===== config.mk =====
export PLATFORM = sky130hd
export DESIGN_NAME = timer_counter
export DESIGN_NICKNAME = d
export VERILOG_FILES = /design/src/rtl/timer_counter_pkg.sv /design/src/rtl/timer_counter.sv
export SDC_FILE = /design/constraint.sdc
export NUM_CORES = 1
export LEC_CHECK = 0
export CAP_MARGIN = 10
export CORE_MARGIN = 1
export CORE_UTILIZATION = 51
export CTS_CLUSTER_SIZE = 8
export DETAILED_ROUTE_END_ITERATION = 10
export PLACE_DENSITY = 0.85
export SYNTH_ARGS = -nofsm -noshare
export SYNTH_HDL_FRONTEND = slang
export SYNTH_SLANG_ARGS = --single-unit

===== constraint.sdc =====
create_clock -name clk -period 2.6 [get_ports clk]
set_input_delay 0.39 -clock clk [delete_from_list [all_inputs] [get_ports clk]]
set_output_delay 0.39 -clock clk [all_outputs]
set_load 0.02 [all_outputs]

===== src/rtl/timer_counter_pkg.sv =====
// Shared constants for the timer_counter peripheral: register offsets, FSM
// state encoding, CTRL mode codes and bit positions, plus a byte-lane merge helper.
package timer_counter_pkg;

    localparam logic [1:0] TC_OFF_CTRL   = 2'd0;
    localparam logic [1:0] TC_OFF_PRESET = 2'd1;
    localparam logic [1:0] TC_OFF_COUNT  = 2'd2;

    typedef enum logic [1:0] {
        TC_IDLE = 2'd0,
        TC_LOAD = 2'd1,
        TC_CNT  = 2'd2,
        TC_INT  = 2'd3
    } tc_state_e;

    localparam logic [1:0] TC_MODE_ONESHOT = 2'b00;
    localparam logic [1:0] TC_MODE_RELOAD  = 2'b01;

    localparam int TC_CTRL_EN      = 0;
    localparam int TC_CTRL_MODE_LO = 1;
    localparam int TC_CTRL_MODE_HI = 2;
    localparam int TC_CTRL_IM      = 3;
    localparam int TC_CTRL_W       = 4;

    // Replace only the byte lanes whose enable bit is set.
    function automatic logic [31:0] tc_merge_bytes(
        input logic [31:0] old_word,
        input logic [31:0] new_word,
        input logic [3:0]  be
    );
        logic [31:0] result;
        result = old_word;
        for (int i = 0; i < 4; i++) begin
            if (be[i]) begin
                result[8*i +: 8] = new_word[8*i +: 8];
            end else begin
                result[8*i +: 8] = old_word[8*i +: 8];
            end
        end
        return result;
    endfunction

endpackage


===== src/rtl/timer_counter.sv =====
// Memory-mapped down-counting timer with CTRL/PRESET/COUNT registers and an irq.
// Optional macro TC_BYTE_WRITE_EN: honour individual byte enables on writes.
module timer_counter
    import timer_counter_pkg::*;
#(
    parameter logic [31:0] BASE_ADDR = 32'h0000_7F00
) (
    input  logic        clk,
    input  logic        reset,
    input  logic [31:0] addr,
    input  logic [3:0]  byteen,
    input  logic [31:0] wdata,
    output logic [31:0] rdata,
    output logic        hit,
    output logic        irq
);

    tc_state_e              state_r, state_nxt_s;
    logic [TC_CTRL_W-1:0]   ctrl_r, ctrl_fsm_s, ctrl_wdata_s, ctrl_nxt_s;
    logic [31:0]            preset_r, preset_wdata_s, preset_nxt_s;
    logic [31:0]            count_r, count_nxt_s;
    logic                   irq_flag_r, flag_fsm_s, flag_nxt_s, int_set_s;
    logic                   wr_s, ctrl_wr_s, preset_wr_s;
    logic [1:0]             sel_s;
    logic                   unused_addr_s;

    assign hit           = (addr[31:4] == BASE_ADDR[31:4]);
    assign sel_s         = addr[3:2];
    assign wr_s          = hit & (byteen != 4'b0000);
    assign ctrl_wr_s     = wr_s & (sel_s == TC_OFF_CTRL);
    assign preset_wr_s   = wr_s & (sel_s == TC_OFF_PRESET);
    assign irq           = irq_flag_r & ctrl_r[TC_CTRL_IM];
    assign unused_addr_s = ^addr[1:0];

`ifdef TC_BYTE_WRITE_EN
    assign ctrl_wdata_s   = byteen[0] ? wdata[TC_CTRL_W-1:0] : ctrl_fsm_s;
    assign preset_wdata_s = tc_merge_bytes(preset_r, wdata, byteen);
`else
    assign ctrl_wdata_s   = wdata[TC_CTRL_W-1:0];
    assign preset_wdata_s = wdata;
`endif

    // Counter FSM: next state, COUNT update and the FSM's own CTRL/flag effects.
    always_comb begin
        state_nxt_s = state_r;
        count_nxt_s = count_r;
        flag_fsm_s  = irq_flag_r;
        ctrl_fsm_s  = ctrl_r;
        int_set_s   = 1'b0;
        case (state_r)
            TC_IDLE: begin
                if (ctrl_r[TC_CTRL_EN]) begin
                    state_nxt_s = TC_LOAD;
                end else begin
                    state_nxt_s = TC_IDLE;
                end
            end
            TC_LOAD: begin
                count_nxt_s = preset_r;
                flag_fsm_s  = 1'b0;
                state_nxt_s = TC_CNT;
            end
            TC_CNT: begin
                if (!ctrl_r[TC_CTRL_EN]) begin
                    state_nxt_s = TC_IDLE;
                end else if (count_r <= 32'd1) begin
                    count_nxt_s = 32'd0;
                    flag_fsm_s  = 1'b1;
                    int_set_s   = 1'b1;
                    state_nxt_s = TC_INT;
                end else begin
                    count_nxt_s = count_r - 32'd1;
                end
            end
            TC_INT: begin
                if (ctrl_r[TC_CTRL_MODE_HI:TC_CTRL_MODE_LO] == TC_MODE_RELOAD) begin
                    state_nxt_s = TC_LOAD;
                end else begin
                    ctrl_fsm_s[TC_CTRL_EN] = 1'b0;
                    state_nxt_s            = TC_IDLE;
                end
            end
            default: begin
                state_nxt_s = TC_IDLE;
            end
        endcase
    end

    // Bus writes override the FSM's CTRL update; an interrupt raised this edge survives a CTRL write.
    always_comb begin
        ctrl_nxt_s   = ctrl_fsm_s;
        preset_nxt_s = preset_r;
        flag_nxt_s   = flag_fsm_s;
        if (ctrl_wr_s) begin
            ctrl_nxt_s = ctrl_wdata_s;
            flag_nxt_s = int_set_s;
        end else begin
            ctrl_nxt_s = ctrl_fsm_s;
        end
        if (preset_wr_s) begin
            preset_nxt_s = preset_wdata_s;
        end else begin
            preset_nxt_s = preset_r;
        end
    end

    // Read mux; reserved offset and misses read as zero.
    always_comb begin
        rdata = 32'h0000_0000;
        if (hit) begin
            case (sel_s)
                TC_OFF_CTRL:   rdata = {{(32-TC_CTRL_W){1'b0}}, ctrl_r};
                TC_OFF_PRESET: rdata = preset_r;
                TC_OFF_COUNT:  rdata = count_r;
                default:       rdata = 32'h0000_0000;
            endcase
        end else begin
            rdata = 32'h0000_0000;
        end
    end

    // State and register update with synchronous reset.
    always_ff @(posedge clk) begin
        if (reset) begin
            state_r    <= TC_IDLE;
            ctrl_r     <= {TC_CTRL_W{1'b0}};
            preset_r   <= 32'h0000_0000;
            count_r    <= 32'h0000_0000;
            irq_flag_r <= 1'b0;
        end else begin
            state_r    <= state_nxt_s;
            ctrl_r     <= ctrl_nxt_s;
            preset_r   <= preset_nxt_s;
            count_r    <= count_nxt_s;
            irq_flag_r <= flag_nxt_s;
        end
    end

endmodule

==> reports/qor.log, run 1 <==
qor: synth.yosys.cell_count.top_type nor2_1
qor: worst_setup_path.worstReg2RegEnd count_r[1]
qor: cells_and_area.antenna_cells 0
qor: detailed_routing.drc_errors 0
qor: status.outcome completed
qor: synth.synth-seq-cells 71
qor: synth.synth_cell_types 72
qor: clock_tree.cts.root.buffer_cell clkbuf_8
qor: detailed_routing.firstDrtPassIters 6
qor: timing.min_period 2450 ps
qor: timing.finalSetupTns 0 ps
qor: synth.syn-instance-count 573
qor: worst_setup_path.critical_path_peak_fanout 33
qor: synth.post_syn_nets 645
qor: grt.grt_antenna_before_repair 0
qor: synth.post_synthesis_area_per_instance 8.02 um^2
qor: placement.gpl.final_weighted_congestion 0.969
qor: power_and_ir_drop.vdd_ir_drop_max 0.238 mV
qor: grt.grt_util_all_layers 0.310
qor: worst_setup_path.crit_start addr[12]
qor: timing.timing_worst_slew_pin_value 733 ps
qor: floorplanning.die_y 96.9 um
qor: synth.netlist_top_cells_area dfxtp_1 31%, mux2i_1 8.7%, nor2_1 7.8%
qor: grt.globalRoute.totalOverflow 0
qor: timing.fin_skew 10.7 ps
qor: clock_tree.cts_max_path_buffers 2
qor: worst_setup_path.timing.critical_path.arrival 2060 ps
qor: floorplanning.floorplan.core_area 8720 um^2
qor: floorplanning.fp.dieArea 9400 um^2
qor: timing.timing.final.max_slew_violations 0
qor: grt.grt_pass1_wl 24.0 mm
qor: worst_setup_path.crit_slowest_cell clkdlybuf4s50_1
qor: worst_setup_path.reg2reg_from count_r[0]
qor: synth.seq_area_frac_synth 0.309
qor: cells_and_area.drive_above_1_share 0.170
qor: timing.rsz0062_at_grt no
qor: timing.fmax 0.408 GHz
qor: cells_and_area.design.final.nets 743
qor: synth.synth.cells.most_frequent 95 x nor2_1, 71 x dfxtp_1, 43 x o21ai_0
qor: power_and_ir_drop.cellLeakagePower 0.00210 uW
qor: synth.synth.largest_area_cell dfxtp_1
qor: placement.port_buffers 101
qor: flow_run.drv_cap 0
qor: detailed_routing.route.vias.total 5038
qor: timing.finalHoldViolations 0
qor: worst_setup_path.required 2210 ps
qor: worst_setup_path.cp_slowest_stage_delay 460 ps
qor: clock_tree.clock_transition_at_the_registers_of_the_reported_paths 80 ps
qor: worst_setup_path.setup.worst_path.class in -> out
qor: floorplanning.rows 34
qor: worst_setup_path.regToRegSetupSlack 300 ps
qor: worst_setup_path.critPathCaptureType primary output
qor: cells_and_area.finish.utilization 0.676
qor: floorplanning.floorplan.initialDensity 0.527
qor: detailed_routing.viasPerCell 6.43
qor: clock_tree.cts_tree built
qor: cells_and_area.seqCellArea 1420 um^2
qor: power_and_ir_drop.fin_total_pwr 2270 uW
qor: detailed_routing.wirelength 14.6 mm
qor: worst_setup_path.timing.critical_path.to rdata[17]
qor: synth.yosys_warnings 0
qor: clock_tree.clock_latency 360 ps
qor: synth.syn_area 4600 um^2
qor: floorplanning.num_io_pins 104
qor: grt.largest_net_degree_at_the_start_of_global_routing 66
qor: cells_and_area.final_cells 784
qor: detailed_routing.route.detailed.wl_per_inst 18.6 um
qor: synth.synthArstFlopShare 0
qor: grt.first_global_vias 4891
qor: worst_setup_path.startpoint_type primary input
qor: synth.synth_top_area_frac 0.309
qor: clock_tree.cts_inserted_buffers 9
qor: hold_path.type_of_the_most_critical_hold_path reg -> reg
qor: placement.detailed_place_hpwl 10.1 mm
qor: timing.setup_viol_count_final 0
qor: clock_tree.number_of_buffers_inserted_by_hold_repair_at_cts 0
qor: detailed_routing.drt.antenna.violating_nets 0
qor: synth.synth_enable_flop_cells 0
qor: clock_tree.numClockSinks 71
qor: synth.synthFlopType dfxtp_1
qor: timing.final.period_utilization 0.943
qor: worst_setup_path.rr_worst_depth 8
qor: power_and_ir_drop.pwr_density_cell 385 nW/um^2
qor: detailed_routing.first_iter_violations 437
qor: timing.slew_headroom 0.509
qor: cells_and_area.multi_input_gate_area 2930 um^2
qor: worst_setup_path.critical_path.cell_chain clkdlybuf4s50_1 -> nor4bb_4 -> nand4_1 -> or2_4 -> buf_12 -> nor2_1 -> buf_2
qor: cells_and_area.fillers 764
qor: cells_and_area.area_growth 28.2%
qor: clock_tree.cts_htree_levels 3
qor: floorplanning.die_x 96.9 um
qor: placement.placed_cells_incl_taps 768
-- power breakdown --
group          switching, uW  internal [uW]
sequential        0.00000113           1090
clock                    446            567
combinational           63.3            109
-- state kept, by name (all words and copies together) (netlist names) --
| signal | count |
|---|---|
| irq_flag_r | 1 |
| ctrl_r | 4 |
| count_r | 32 |
| state_r | 2 |
| preset_r | 32 |
-- repair_timing --
| item | in CTS | in global routing |
|---|---|---|
| pin swaps | 2 | 1 |
| hold endpoints to repair | 0 | 0 |
| resized for setup | 132 | 5 |
| buffers inserted | 0 | 0 |
| setup endpoints to repair | 33 | 33 |
-- worst max-delay path: cells and delay by family --
family	cells	cell delay, ps
buf+inv	3	810
simple gates	4	860
-- metrics by stage --
stage	setup WS, ps	hold WS (ps)	cell area, um^2
6_report	147	525	5890
2_1_floorplan	432	473	4600
3_5_place_dp	-452	513	5800
5_1_grt	23.3	541	5890
3_3_place_gp	-324	497	5800
4_1_cts	11.0	531	5880
-- worst min path at each step --
stage / cells after the start / slack, ps / end / startpoint
after global routing: 3 / 540 / preset_r[27] / reset
after detailed placement: 2 / 510 / preset_r[15] / preset_r[15]
after floorplan: 2 / 470 / ctrl_r[2] / ctrl_r[2]
final: 2 / 520 / preset_r[15] / preset_r[15]
after global placement: 2 / 500 / preset_r[16] / preset_r[16]
after CTS: 2 / 530 / preset_r[15] / preset_r[15]
-- logic make-up (layout without fill, tap and decap cells) --
family,after synthesis,count (layout),synth area share
AO/OA/AOI/OAI,173,173,0.261
XOR/XNOR,2,2,0.00381
adder cells (fa/ha/maj),2,2,0.00544
buffers and inverters,58,161,0.0626
flip-flops,71,71,0.309
multiplexers,40,40,0.0871
AND/OR/NAND/NOR,227,227,0.271
-- cell type report --
cell class	instances	area share
Timing Repair Buffer	132	0.193
Multi-Input combinational cell	444	0.497
Inverter	13	0.00828
Sequential cell	71	0.241
Clock buffer	11	0.0240
Tap cell	108	0.0229
Clock inverter	5	0.0138
-- layer usage --
layer / up-vias / global-route usage / wire length, um
li1: 2353 / - / -
met1: 2385 / 0.381 / 5960
met2: 256 / 0.529 / 6980
met3: 44 / 0.0549 / 1230
met4: 0 / 0.137 / 393
met5: - / 0 / 0
-- layout by cell type, fill, tap and decap left out, types with 10 or more instances in the layout --
cell | netlist | routed
a211oi_1 | 12 | 12
a21oi_1 | 25 | 25
nand4_1 | 11 | 11
nor3_1 | 17 | 16
a22oi_1 | 33 | 33
nand2_1 | 18 | 18
clkdlybuf4s50_1 | 0 | 67
nor2_1 | 95 | 95
buf_2 | 5 | 32
clkbuf_8 | 0 | 10
nand3_1 | 19 | 19
o21ai_0 | 43 | 43
inv_1 | 13 | 13
mux2i_1 | 40 | 40
buf_4 | 2 | 27
dfxtp_1 | 71 | 71
No activity file was read; power rests on OpenSTA's default activity.
==> run 2: changes to the inputs <==
--- a/config.mk
+++ b/config.mk
@@ -7,10 +7,11 @@
 export LEC_CHECK = 0
 export CAP_MARGIN = 10
 export CORE_MARGIN = 1
-export CORE_UTILIZATION = 51
+export CORE_UTILIZATION = 59
 export CTS_CLUSTER_SIZE = 8
 export DETAILED_ROUTE_END_ITERATION = 10
-export PLACE_DENSITY = 0.85
+export DONT_BUFFER_PORTS = 1
+export PLACE_DENSITY = 0.79
 export SYNTH_ARGS = -nofsm -noshare
 export SYNTH_HDL_FRONTEND = slang
 export SYNTH_SLANG_ARGS = --single-unit
==> reports/qor.log, run 2 (synthesized netlist as in run 1, its figures left out) <==
qor: status.outcome completed [unchanged]
qor: power_and_ir_drop.vdd_ir_drop_max 0.369 mV [was 0.238 mV]
qor: cells_and_area.design.final.nets 655 [was 743]
qor: worst_setup_path.required 2850 ps [was 2210 ps]
qor: grt.first_global_vias 4420 [was 4891]
qor: timing.final.period_utilization 0.887 [was 0.943]
qor: cells_and_area.finish.utilization 0.687 [was 0.676]
qor: timing.setup_ws 293 ps [was 147 ps]
qor: timing.fin_skew 14.2 ps [was 10.7 ps]
qor: cells_and_area.antenna_cells 0 [unchanged]
qor: worst_setup_path.startpoint_type flip-flop [was primary input]
qor: worst_setup_path.timing.critical_path.arrival 2550 ps [was 2060 ps]
qor: timing.slew_headroom 0.491 [was 0.509]
qor: timing.rsz0062_at_grt no [unchanged]
qor: placement.port_buffers 0 [was 101]
qor: clock_tree.cts_tree built [unchanged]
qor: detailed_routing.wl_met3 1.26 mm [was 1.23 mm]
qor: worst_setup_path.setup.worst_path.class reg -> reg [was in -> out]
qor: timing.min_period 2310 ps [was 2450 ps]
qor: timing.fmax 0.433 GHz [was 0.408 GHz]
qor: cells_and_area.layout.cells.most_common nor2_1 [unchanged]
qor: detailed_routing.routedLengthMet1 5.44 mm [was 5.96 mm]
qor: floorplanning.num_io_pins 104 [unchanged]
qor: placement.dp_worst_setup_slack 259 ps [was -452 ps]
qor: grt.grt_util_all_layers 0.328 [was 0.310]
qor: cells_and_area.layout_top_registers count_r x32, preset_r x32, ctrl_r x4 [unchanged]
qor: clock_tree.cts_inserted_buffers 9 [unchanged]
qor: floorplanning.rows 31 [was 34]
qor: cells_and_area.drive_above_1_share 0.156 [was 0.170]
qor: clock_tree.number_of_buffers_inserted_by_hold_repair_at_cts 0 [unchanged]
qor: clock_tree.cts-resized-gates 0 [was 132]
qor: timing.finalSetupTns 0 ps [unchanged]
qor: clock_tree.cts.root.buffer_cell clkbuf_8 [unchanged]
qor: clock_tree.clock_latency 350 ps [was 360 ps]
qor: cells_and_area.most-common-layout-cells 95 x nor2_1, 71 x dfxtp_1, 43 x o21ai_0, 43 x buf_4, 40 x mux2i_1 [was 95 x nor2_1, 71 x dfxtp_1, 67 x clkdlybuf4s50_1]
qor: detailed_routing.viasPerCell 6.93 [was 6.43]
qor: detailed_routing.drt.antenna.violating_nets 0 [unchanged]
qor: detailed_routing.met2RoutedLength 6.35 mm [was 6.98 mm]
qor: floorplanning.floorplan.core_area 7410 um^2 [was 8720 um^2]
qor: detailed_routing.first_iter_violations 414 [was 437]
qor: hold_path.min_path_cells 1 [was 2]
qor: flow_run.drv_cap 0 [unchanged]
qor: power_and_ir_drop.fin_total_pwr 2250 uW [was 2270 uW]
qor: floorplanning.floorplan.initialDensity 0.621 [was 0.527]
qor: grt.grt_pass1_wl 21.8 mm [was 24.0 mm]
qor: floorplanning.fp.dieArea 8150 um^2 [was 9400 um^2]
qor: placement.detailed_place_hpwl 9.10 mm [was 10.1 mm]
qor: clock_tree.numClockSinks 71 [unchanged]
qor: detailed_routing.route.vias.total 4763 [was 5038]
qor: worst_setup_path.critical_path_peak_fanout 8 [was 33]
qor: timing.timing_worst_slew_pin_value 761 ps [was 733 ps]
qor: clock_tree.cts_htree_levels 3 [unchanged]
qor: detailed_routing.firstDrtPassIters 5 [was 6]
qor: clock_tree.cts_setup_buffers 0 [unchanged]
qor: grt.globalRoute.totalOverflow 0 [unchanged]
qor: floorplanning.die_x 90.3 um [was 96.9 um]
qor: worst_setup_path.rr_worst_depth 6 [was 8]
qor: floorplanning.die_y 90.3 um [was 96.9 um]
qor: grt.largest_net_degree_at_the_start_of_global_routing 67 [was 66]
qor: power_and_ir_drop.pwr_density_cell 441 nW/um^2 [was 385 nW/um^2]
qor: detailed_routing.top_layer met4 [unchanged]
qor: grt.grt_antenna_before_repair 0 [unchanged]
qor: detailed_routing.drc_errors 0 [unchanged]
qor: detailed_routing.route.detailed.wl_per_inst 19.6 um [was 18.6 um]
qor: clock_tree.clock_transition_at_the_registers_of_the_reported_paths 80 ps [about the same]
qor: timing.setup_viol_count_final 0 [unchanged]
qor: timing.timing.final.max_slew_violations 0 [unchanged]
qor: timing.finalHoldViolations 0 [unchanged]
qor: power_and_ir_drop.cellLeakagePower 0.00172 uW [was 0.00210 uW]
qor: cells_and_area.area_growth 10.7% [was 28.2%]
qor: detailed_routing.wirelength 13.4 mm [was 14.6 mm]
qor: placement.gpl.final_weighted_congestion 0.956 [was 0.969]
qor: clock_tree.cts_max_path_buffers 2 [unchanged]
qor: hold_path.type_of_the_most_critical_hold_path in -> reg [was reg -> reg]
qor: worst_setup_path.critPathCaptureType flip-flop [was primary output]
run 2: cell types whose count changed in the layout (fill, tap and decap cells not counted), moves of 2 or more:
cell / change
nor4b_1: +2
clkdlybuf4s50_1: -67
buf_12: -4
buf_4: +16
nor4b_2: -2
buf_2: -32
run 2: critical path, stage by stage, from the launching register on:
cell      delay [ps]
dfxtp_1          380
inv_1            120
ha_1             230
or3b_2           520
nor3_1           440
nand4_1          170
a221oi_1         330
run 2: report_power, final:
group          internal (uW)  switching, uW  leakage, uW
sequential              1090     0.00000116     0.000571
clock                    690            436     0.000130
combinational           11.7           22.5      0.00102
total                   1790            459      0.00172
run 2: per-stage QoR:
stage	std cells	hold slack [ps]	instance area (um^2)
4_1_cts	687	91.1	5090
6_report	687	97.1	5090
2_1_floorplan	573	473	4600
3_5_place_dp	671	463	4830
5_1_grt	687	81.5	5090
3_3_place_gp	671	461	4830
run 2: final timing paths:
check	start	endpoint	slack (ps)
worst max-delay path	count_r[0]	count_r[18]	290
worst min-delay path	reset	state_r[0]	100
worst max register to register	count_r[0]	count_r[18]	290
worst min register to register	preset_r[5]	preset_r[5]	530
run 2: final cells by class:
type / instances / area [um^2]
inverters: 13 / 48.8
flip-flops and latches: 71 / 1420
repair buffers: 44 / 343
multi-input cells: 444 / 2900
clock buffers: 11 / 151
clock inverters: 5 / 104
fillers: 640 / 2320
well taps: 99 / 124
run 2: per-layer routing:
| layer | vias to the layer above | global-route usage |
|---|---|---|
| li1 | 2170 | - |
| met1 | 2252 | 0.424 |
| met2 | 299 | 0.541 |
| met3 | 42 | 0.0530 |
| met4 | 0 | 0.142 |
| met5 | - | 0 |
